**config.mk**
```make
export PLATFORM = sky130hd
export DESIGN_NAME = frame_sequencer
export DESIGN_NICKNAME = d
export VERILOG_FILES = /design/src/rtl/apu_pkg.sv /design/src/rtl/frame_divider.sv /design/src/rtl/frame_sequencer.sv
export SDC_FILE = /design/constraint.sdc
export NUM_CORES = 1
export LEC_CHECK = 0
export BUFFER_PORTS_ARGS = -buffer_cell sky130_fd_sc_hd__buf_2
export CAP_MARGIN = 20
export CELL_PAD_IN_SITES_DETAIL_PLACEMENT = 0
export CELL_PAD_IN_SITES_GLOBAL_PLACEMENT = 1
export CORE_MARGIN = 1
export CORE_UTILIZATION = 35
export DETAILED_ROUTE_END_ITERATION = 10
export PLACE_DENSITY = 0.68
export SLEW_MARGIN = 20
export SYNTH_ARGS = -nofsm -noshare
export SYNTH_HDL_FRONTEND = slang
export SYNTH_HIERARCHICAL = 1
export SYNTH_SLANG_ARGS = --single-unit
```
**constraint.sdc**
```tcl
create_clock -name clk -period 3.3 [get_ports clk]
set_input_delay 0.33 -clock clk [delete_from_list [all_inputs] [get_ports clk]]
set_output_delay 0.33 -clock clk [all_outputs]
set_load 0.01 [all_outputs]
```
**src/rtl/apu_pkg.sv**
```systemverilog
// Shared APU definitions: frame-sequencer step states, $4017 field positions
// and the default prescaler length.
package apu_pkg;

    localparam int QUARTER_CYCLES_DEFAULT = 7457;

    typedef enum logic [2:0] {
        S0 = 3'd0,
        S1 = 3'd1,
        S2 = 3'd2,
        S3 = 3'd3,
        S4 = 3'd4
    } step_e;

    localparam logic MODE_4STEP = 1'b0;
    localparam logic MODE_5STEP = 1'b1;

    localparam int REG_MODE_BIT    = 7;
    localparam int REG_INHIBIT_BIT = 6;

endpackage

```
**src/rtl/frame_divider.sv**
```systemverilog
// Frame-sequencer prescaler: counts 0..QUARTER_CYCLES-1 and flags the last
// count as a one-cycle step tick; a synchronous clear restarts it from 0.
module frame_divider
    import apu_pkg::*;
#(
    parameter int QUARTER_CYCLES = QUARTER_CYCLES_DEFAULT
) (
    input  logic clk,
    input  logic rst,
    input  logic clear,
    output logic tick
);

    localparam logic [15:0] LAST = 16'(QUARTER_CYCLES - 1);

    logic [15:0] cnt_q;
    logic [15:0] cnt_d;

    always_comb begin
        cnt_d = cnt_q + 16'd1;
        if (clear || (cnt_q == LAST)) begin
            cnt_d = 16'd0;
        end
    end

    always_ff @(posedge clk or posedge rst) begin
        if (rst) begin
            cnt_q <= 16'd0;
        end else begin
            cnt_q <= cnt_d;
        end
    end

    assign tick = (cnt_q == LAST);

endmodule

```
**src/rtl/frame_sequencer.sv**
```systemverilog
// APU $4017 frame sequencer: 4/5-step quarter/half-frame strobes and the frame
// interrupt. Define FRAME_IRQ_EN to build the IRQ flag; otherwise frame_irq is 0.
module frame_sequencer
    import apu_pkg::*;
#(
    parameter int QUARTER_CYCLES = QUARTER_CYCLES_DEFAULT
) (
    input  logic       clk,
    input  logic       rst,
    input  logic [7:0] reg_4017,
    input  logic       reg_4017_event,
    input  logic       status_read,
    output logic       enable_240hz,
    output logic       enable_120hz,
    output logic       frame_irq
);

    logic  tick;
    step_e state_q, state_d;
    logic  mode_q, mode_d;
    logic  q240_q, q240_d;
    logic  q120_q, q120_d;
    logic  unused_reg_bits;

    frame_divider #(
        .QUARTER_CYCLES(QUARTER_CYCLES)
    ) u_divider (
        .clk  (clk),
        .rst  (rst),
        .clear(reg_4017_event),
        .tick (tick)
    );

`ifdef FRAME_IRQ_EN
    logic inhibit_q, inhibit_d;
    logic irq_q, irq_d;
    logic irq_set;
    assign unused_reg_bits = ^reg_4017[5:0];
`else
    assign unused_reg_bits = ^{reg_4017[5:0], reg_4017[REG_INHIBIT_BIT], status_read};
`endif

    // A register write takes priority over a coincident step tick.
    always_comb begin
        state_d = state_q;
        mode_d  = mode_q;
        q240_d  = 1'b0;
        q120_d  = 1'b0;
`ifdef FRAME_IRQ_EN
        inhibit_d = inhibit_q;
        irq_set   = 1'b0;
`endif
        if (reg_4017_event) begin
            mode_d  = reg_4017[REG_MODE_BIT];
            state_d = S0;
            if (reg_4017[REG_MODE_BIT] == MODE_5STEP) begin
                q240_d = 1'b1;
                q120_d = 1'b1;
            end
`ifdef FRAME_IRQ_EN
            inhibit_d = reg_4017[REG_INHIBIT_BIT];
`endif
        end else if (tick) begin
            case (state_q)
                S0: begin
                    q240_d  = 1'b1;
                    state_d = S1;
                end
                S1: begin
                    q240_d  = 1'b1;
                    q120_d  = 1'b1;
                    state_d = S2;
                end
                S2: begin
                    q240_d  = 1'b1;
                    state_d = S3;
                end
                S3: begin
                    if (mode_q == MODE_5STEP) begin
                        state_d = S4;
                    end else begin
                        q240_d  = 1'b1;
                        q120_d  = 1'b1;
                        state_d = S0;
`ifdef FRAME_IRQ_EN
                        irq_set = ~inhibit_q;
`endif
                    end
                end
                S4: begin
                    q240_d  = 1'b1;
                    q120_d  = 1'b1;
                    state_d = S0;
                end
                default: state_d = S0;
            endcase
        end
    end

`ifdef FRAME_IRQ_EN
    // Setting the flag beats a simultaneous status read.
    always_comb begin
        irq_d = irq_q;
        if (irq_set) begin
            irq_d = 1'b1;
        end else if (status_read || (reg_4017_event && reg_4017[REG_INHIBIT_BIT])) begin
            irq_d = 1'b0;
        end
    end

    always_ff @(posedge clk or posedge rst) begin
        if (rst) begin
            inhibit_q <= 1'b0;
            irq_q     <= 1'b0;
        end else begin
            inhibit_q <= inhibit_d;
            irq_q     <= irq_d;
        end
    end

    assign frame_irq = irq_q;
`else
    assign frame_irq = 1'b0;
`endif

    always_ff @(posedge clk or posedge rst) begin
        if (rst) begin
            state_q <= S0;
            mode_q  <= MODE_4STEP;
            q240_q  <= 1'b0;
            q120_q  <= 1'b0;
        end else begin
            state_q <= state_d;
            mode_q  <= mode_d;
            q240_q  <= q240_d;
            q120_q  <= q120_d;
        end
    end

    assign enable_240hz = q240_q;
    assign enable_120hz = q120_q;

endmodule
```
==> results.sh, run 1 <==
export IMPL_slew_headroom=0.5693
export IMPL_synth_seq_cells=22
export IMPL_syn_inst=120
export IMPL_slew_violations=0
export IMPL_dieWidth_um=59.54
export IMPL_start_util=0.3734
export IMPL_clk_pin_slew_ns=0.12
export IMPL_cts_resized=0
export IMPL_leakage_uw=0.0005437
export IMPL_htreeDepth=1
export IMPL_fin_skew_ns=0.0006515
export IMPL_die_area_um2=3544
export IMPL_r2r_cells=6
export IMPL_drc=0
export IMPL_worstSetupPathType="reg2reg"
export IMPL_hpwl_um=1382
export IMPL_crit_arrival_ns=2.02
export IMPL_io_pins=15
export IMPL_grt_max_degree=17
export IMPL_max_freq_mhz=542.7
export IMPL_routed_wl_um=1965
export IMPL_grt_ovfl_total=0
export IMPL_synth_area_leaders="dfrtp_1 48%, nor2_1 5.5%, xor2_1 5.3%"
export IMPL_core_um2=3103
export IMPL_die_h_um=59.54
export IMPL_groute_usage_overall=0.1356
export IMPL_tritoncts="yes"
export IMPL_yosysTopAreaCellShare=0.4752
export IMPL_r2r_end="u_divider/cnt_q[9]"
export IMPL_antenna_found_initial=0
export IMPL_yosysUniqueCellTypes=35
export IMPL_area_growth_pct=6.479
export IMPL_post_place_ws_ns=1.454
export IMPL_async_flop_share=1.000
export IMPL_antenna_diode_count=0
export IMPL_drive_above_1_share=0.1129
export IMPL_yosys_warnings=6
export IMPL_syn_area_per_cell_um2=9.655
export IMPL_place_congestion=0.7543
export IMPL_yosysTopAreaCell="dfrtp_1"
export IMPL_hold_depth=3
export IMPL_cp_max_fo=16
export IMPL_syn_area_um2=1159
export IMPL_min_from="reg_4017[7]"
export IMPL_synth_edf_count=0
export IMPL_fin_nets=139
export IMPL_vias_per_cell=4.726
export IMPL_cts_buffers=3
export IMPL_cts_root_buf="clkbuf_4"
export IMPL_std_cell_rows=20
export IMPL_vias=794
export IMPL_cellPowerDensity_nw_per_um2=368.5
export IMPL_hold_viol=0
export IMPL_worstSkewPairLatency_ns=0.30
export IMPL_fin_setup_tns_ns=0
export IMPL_setup_viol=0
export IMPL_yosysSeqAreaShare=0.4752
export IMPL_instances_no_fill=168
export IMPL_r2r_start="u_divider/cnt_q[0]"
export IMPL_worst_hold_path_type="in2reg"
export IMPL_place_inst=163
export IMPL_cp_required_ns=3.48
export IMPL_final_util=0.3976
export IMPL_dr_pass1_iters=4
export IMPL_wl_per_cell_um=11.70
export IMPL_whs_endpoint="enable_240hz"
export IMPL_holdWs_ns=0.2495
export IMPL_rsz0062_at_grt="false"
export IMPL_drv_cap=0
export IMPL_worstMarginPinSlew_ns=0.6453
export IMPL_numClockSinks=22
export IMPL_drtIter0Drc=8
export IMPL_fin_crit_ns=1.842
export IMPL_synthFlopType="dfrtp_1"
export IMPL_cts_max_path_buffers=2
export IMPL_r2r_slack_ns=1.46
export IMPL_worst_setup_path_start_kind="register"
export IMPL_fin_crit_sh=0.5583
export IMPL_setup_ws_ns=1.458
export IMPL_grt_first_pass_wirelength_um=3498
export IMPL_numPortBuffers=5
export IMPL_endpoint_kind="register"
export IMPL_status="completed"
export IMPL_final_antenna_net_count=0
export IMPL_max_vdd_ir_drop_mv=0.1950
export IMPL_syn_nets=134
export IMPL_grt_pass1_vias=735
## how the worst max path moves through the flow
| stage | cells past startpoint | from | to |
|---|---|---|---|
| finish | 6 | u_divider/cnt_q[0] | u_divider/cnt_q[9] |
| global route | 6 | u_divider/cnt_q[0] | u_divider/cnt_q[12] |
| CTS | 6 | u_divider/cnt_q[0] | u_divider/cnt_q[2] |
| detailed placement | 6 | u_divider/cnt_q[0] | u_divider/cnt_q[2] |
| global placement | 6 | u_divider/cnt_q[0] | u_divider/cnt_q[3] |
| floorplan | 8 | u_divider/cnt_q[0] | u_divider/cnt_q[12] |
## logic make-up after synthesis
group | synth area share
simple gates | 0.2613
buf+inv | 0.07020
xor+xnor | 0.09827
fa+ha+maj | 0.02159
flops | 0.4752
compound gates | 0.06157
mux | 0.008640
other cells | 0.003237
## routing by layer
layer / vias up / wire length (um) / global-route usage
met1: 368 / 1028 / 0.1978
li1: 413 / - / -
met2: 11 / 866 / 0.1942
met3: 2 / 49 / 0.01965
met4: 0 / 21 / 0.06977
met5: - / 0 / 0
## flip-flops by register name (all words and copies together), names as in the netlist
register and flops:
u_divider/cnt_q 16, state_q 3, enable_120hz 1, enable_240hz 1
mode_q 1
## timing repair
action | 4_1_cts | 5_1_grt
hold endpoints to repair | 6 | 0
hold buffers | 1 | 0
setup buffers | 0 | 0
## power by group
group / internal, uW / switching (uW) / leakage, uW
sequential: 275 / 5.22 / 0.000301
clock: 67.3 / 80.8 / 0.0000210
combinational: 9.26 / 17.3 / 0.000222
## Yosys cell counts, drive strengths merged, types with 3 or more instances
cell and number:
nor4 3, inv 8, o21ai 4, and3 3, and4 4, dfrtp 22
buf 6, nor2 17, nand3 6, xnor2 6, nand4 4, nand2 8
a21oi 4, xor2 7
## stage by stage
step	power, uW	instance area (um^2)
global placement	311.1	1187
CTS	461.6	1234
floorplan	304.7	1159
finish	454.6	1234
global route	477.1	1234
detailed placement	311.8	1187
## cell type report
| cell class | count | area (um^2) |
|---|---|---|
| sequential | 22 | 550.5 |
| fill | 333 | 1869 |
| tap | 44 | 55.05 |
| clock buffer | 4 | 36.28 |
| multi-input combinational | 84 | 526.8 |
| inverter | 8 | 30.03 |
| timing repair buffer | 6 | 35.03 |
## critical path, stage by stage (launching register included)
cell     delay (ns)
dfrtp_1        0.43
inv_1          0.07
ha_1           0.15
nor3b_1        0.18
and4_1         0.30
or2_1          0.47
nor2_1         0.11
## layout by cell type (no fill, tap or decap), types with 2 or more instances in the layout
cell type  instances
and4_1             2
a21oi_1            4
nand4_1            4
nor3b_1            2
nand3_1            6
ha_1               2
nand2_1            8
xnor2_1            6
and3_1             2
o21ai_0            4
nor4_1             3
clkbuf_4           3
xor2_1             7
buf_2              5
nor2_1            17
dfrtp_1           22
inv_1              8
(Power assumes the default switching activity.)
==> run 2: changes to the inputs <==
--- a/config.mk
+++ b/config.mk
@@ -5,6 +5,7 @@
 export SDC_FILE = /design/constraint.sdc
 export NUM_CORES = 1
 export LEC_CHECK = 0
+export ABC_AREA = 1
 export BUFFER_PORTS_ARGS = -buffer_cell sky130_fd_sc_hd__buf_2
 export CAP_MARGIN = 20
 export CELL_PAD_IN_SITES_DETAIL_PLACEMENT = 0
@@ -12,7 +13,7 @@
 export CORE_MARGIN = 1
 export CORE_UTILIZATION = 35
 export DETAILED_ROUTE_END_ITERATION = 10
-export PLACE_DENSITY = 0.68
+export PLACE_DENSITY = 0.73
 export SLEW_MARGIN = 20
 export SYNTH_ARGS = -nofsm -noshare
 export SYNTH_HDL_FRONTEND = slang
==> constraint.sdc (replaced) <==
create_clock -name clk -period 1.63 [get_ports clk]
set_input_delay 0.163 -clock clk [delete_from_list [all_inputs] [get_ports clk]]
set_output_delay 0.163 -clock clk [all_outputs]
set_load 0.01 [all_outputs]
==> run 2 against run 1 <==
Effect of this change:
- total power rose by 100%
- via count rose by 23%
- fmax rose by 31%
- routed wire length rose by 16%
- sequential share of layout area fell by 3.4 points
- clock-buffer cell count did not move
- register-to-register slack got worse by 1.2 ns
- first-iteration DRC count rose to 4.0 times the previous value
- synthesized area rose by 5.7%
- die area rose by 5.5%
- sequential power rose by 100%
- combinational power rose by 120%
==> results.sh, run 2 <==
export IMPL_mostFrequentLayoutCell="nand2_1"
export IMPL_r2r_start="u_divider/cnt_q[0]"
export IMPL_yosysUniqueCellTypes=21
export IMPL_worstMarginPinSlew_ns=0.6309
export IMPL_cts_setup_buffers=0
export IMPL_regMostFlops="u_divider/cnt_q"
export IMPL_antenna_found_initial=0
export IMPL_fillCellCount=355
export IMPL_cp_max_fo=4
export IMPL_slew_headroom=0.5789
export IMPL_yosysTopAreaCell="dfrtp_1"
export IMPL_drv_cap=0
export IMPL_std_cell_rows=21
export IMPL_p_int_uw=710.5
export IMPL_status="completed"
export IMPL_clk_pin_slew_ns=0.12
export IMPL_grt_pass1_vias=895
export IMPL_routed_wl_um=2276
export IMPL_worstSetupPathType="reg2reg"
export IMPL_syn_inst=163
export IMPL_largest_reg_flops=16
export IMPL_fin_setup_tns_ns=0
export IMPL_fin_skew_ns=0.009051
export IMPL_max_freq_mhz=708.7
export IMPL_dieWidth_um=61.16
export IMPL_synth_edf_count=0
export IMPL_drt_met1_wl_um=1174
export IMPL_instances_no_fill=217
export IMPL_grt_first_pass_wirelength_um=3946
export IMPL_grt_ovfl_total=0
export IMPL_final_antenna_net_count=0
export IMPL_syn_nets=177
export IMPL_post_place_ws_ns=0.2250
export IMPL_numPortBuffers=5
export IMPL_vias=976
export IMPL_pwr_share_comb=0.063
export IMPL_dpl_cell_area_um2=1289
export IMPL_cts_root_buf="clkbuf_4"
export IMPL_hpwl_um=1730
export IMPL_cts_buffers=3
export IMPL_met3_length_um=51
export IMPL_p_sw_uw=215.1
export IMPL_grt_max_degree=17
export IMPL_endpoint_kind="register"
export IMPL_leakage_uw=0.0006026
export IMPL_setup_viol=0
export IMPL_highest_signal_layer="met4"
export IMPL_largest_registers="u_divider/cnt_q (16), state_q (3)"
export IMPL_setup_ws_ns=0.2190
export IMPL_start_util=0.3671
export IMPL_dr_pass1_iters=4
export IMPL_r2r_end="state_q[1]"
export IMPL_met2WireLength_um=1034
export IMPL_numClockSinks=22
export IMPL_clockPowerShare=0.327
export IMPL_cts_resized=0
export IMPL_multiInputGateArea_um2=573.1
export IMPL_crit_arrival_ns=1.65
export IMPL_wl_per_cell_um=10.49
export IMPL_r2r_slack_ns=0.22
export IMPL_synthTopCellsByCount="39 x nand2_1, 33 x nor2_1, 22 x dfrtp_1"
export IMPL_yosys_warnings=6
export IMPL_fin_nets=186
export IMPL_htreeDepth=1
export IMPL_seqPwrFrac=0.610
export IMPL_core_um2=3337
export IMPL_p_sw_frac=0.2324
export IMPL_rsz0062_at_grt="false"
export IMPL_worst_setup_path_start_kind="register"
export IMPL_worstSkewPairLatency_ns=0.31
export IMPL_seqCellArea_um2=550.5
export IMPL_min_from="reg_4017[7]"
export IMPL_cts_max_path_buffers=2
export IMPL_place_inst=212
export IMPL_vias_per_cell=4.498
export IMPL_drive_above_1_share=0.1345
export IMPL_tritoncts="yes"
export IMPL_fin_crit_sh=0.8656
export IMPL_whs_endpoint="enable_240hz"
export IMPL_r2r_cells=10
export IMPL_die_area_um2=3741
export IMPL_syn_area_per_cell_um2=7.515
export IMPL_yosysTopAreaCellShare=0.4494
export IMPL_groute_usage_overall=0.1442
export IMPL_synth_most_common_cell="nand2_1"
export IMPL_synthFlopType="dfrtp_1"
export IMPL_hold_depth=3
export IMPL_synth_area_leaders="dfrtp_1 45%, nand2_1 12%, nor2_1 10%"
export IMPL_fin_crit_ns=1.411
export IMPL_drtIter0Drc=32
export IMPL_final_cell_mix="39 x nand2_1, 33 x nor2_1, 22 x dfrtp_1, 19 x inv_1, 9 x nand3_1"
export IMPL_stdcell_area_um2=1335
export IMPL_die_h_um=61.16
export IMPL_area_growth_pct=8.989
export IMPL_drc=0
export IMPL_io_pins=15
export IMPL_place_congestion=0.8091
export IMPL_cp_required_ns=1.86
export IMPL_slew_violations=0
export IMPL_worst_hold_path_type="in2reg"
export IMPL_antenna_diode_count=0
export IMPL_async_flop_share=1.000
export IMPL_hold_viol=0
export IMPL_max_vdd_ir_drop_mv=0.3209
export IMPL_yosysSeqAreaShare=0.4494
export IMPL_syn_area_um2=1225
export IMPL_synth_seq_cells=22
export IMPL_cellPowerDensity_nw_per_um2=693.3
==> run 2: cell types whose count changed after synthesis, moves of 3 or more <==
cell	previous run	this run
nor2_2	0	4
nand2_2	0	5
nand3_1	6	9
inv_1	8	19
xnor2_1	6	3
o21ai_1	0	3
nor2_1	17	33
inv_2	0	3
nor4_1	3	0
nand2_1	8	39
a21oi_1	4	0
o21bai_1	0	3
xor2_1	7	4
==> run 2: kinds of logic after synthesis <==
logic type,after synthesis,share of synthesized area
xor+xnor,7,0.05005
simple gates,98,0.3463
other cells,1,0.003061
buf+inv,24,0.08274
compound gates,9,0.04800
flops,22,0.4494
fa+ha+maj,2,0.02043
==> run 2: layer usage <==
metal	track usage	vias to the layer above
li1	-	513
met1	0.2097	453
met2	0.2158	8
met3	0.01891	2
met4	0.05844	0
met5	0	-
==> run 2: layout make-up <==
cell class | count | share of cell area
inverter | 22 | 0.06186
tap | 46 | 0.04311
sequential | 22 | 0.4124
timing repair buffer | 6 | 0.02624
clock buffer | 4 | 0.02718
multi-input combinational | 117 | 0.4292
==> run 2: timing repair <==
action,CTS,global route
setup endpoints to repair,0,0
hold buffers,1,0
endpoints found under the hold margin,22,0
==> run 2: through the flow <==
stage | utilization | power [uW] | hold WS (ns)
floorplan | - | 617.1 | -0.04604
global placement | 0.3862 | 630.3 | 0.09448
detailed placement | 0.3862 | 633.0 | 0.1034
CTS | 0.4001 | 943.5 | 0.08117
global route | 0.4001 | 973.5 | 0.1188
finish | 0.4001 | 925.5 | 0.1005
==> run 2: worst max-delay path by stage <==
stage                             startpoint                  end  slack (ns)  cells after the start
after CTS                 u_divider/cnt_q[0]           state_q[1]        0.21                     10
after floorplan           u_divider/cnt_q[0]           state_q[1]        0.38                     10
after global routing      u_divider/cnt_q[0]           state_q[1]        0.08                     10
after global placement    u_divider/cnt_q[0]  u_divider/cnt_q[11]        0.25                      7
final                     u_divider/cnt_q[0]           state_q[1]        0.22                     10
after detailed placement  u_divider/cnt_q[0]  u_divider/cnt_q[15]        0.22                      7
==> run 2: power by group through the flow <==
stage | clock network (uW) | registers [uW] | logic, uW
after detailed placement | 0 | 576 | 57.5
final | 303 | 565 | 58.2
after global placement | 0 | 575 | 55.8
after CTS | 319 | 565 | 59.7
after floorplan | 0 | 575 | 42.1
after global routing | 338 | 566 | 69.4
==> run 2: critical path: stages, from the launching register on <==
cell and delay (ns):
dfrtp_1 0.43, inv_1 0.09, ha_1 0.16, nand3_1 0.08, nor2_1 0.13, nand2_2 0.07, inv_1 0.10, nand2_2 0.07
inv_2 0.06, nand2_1 0.05, o21ai_1 0.12
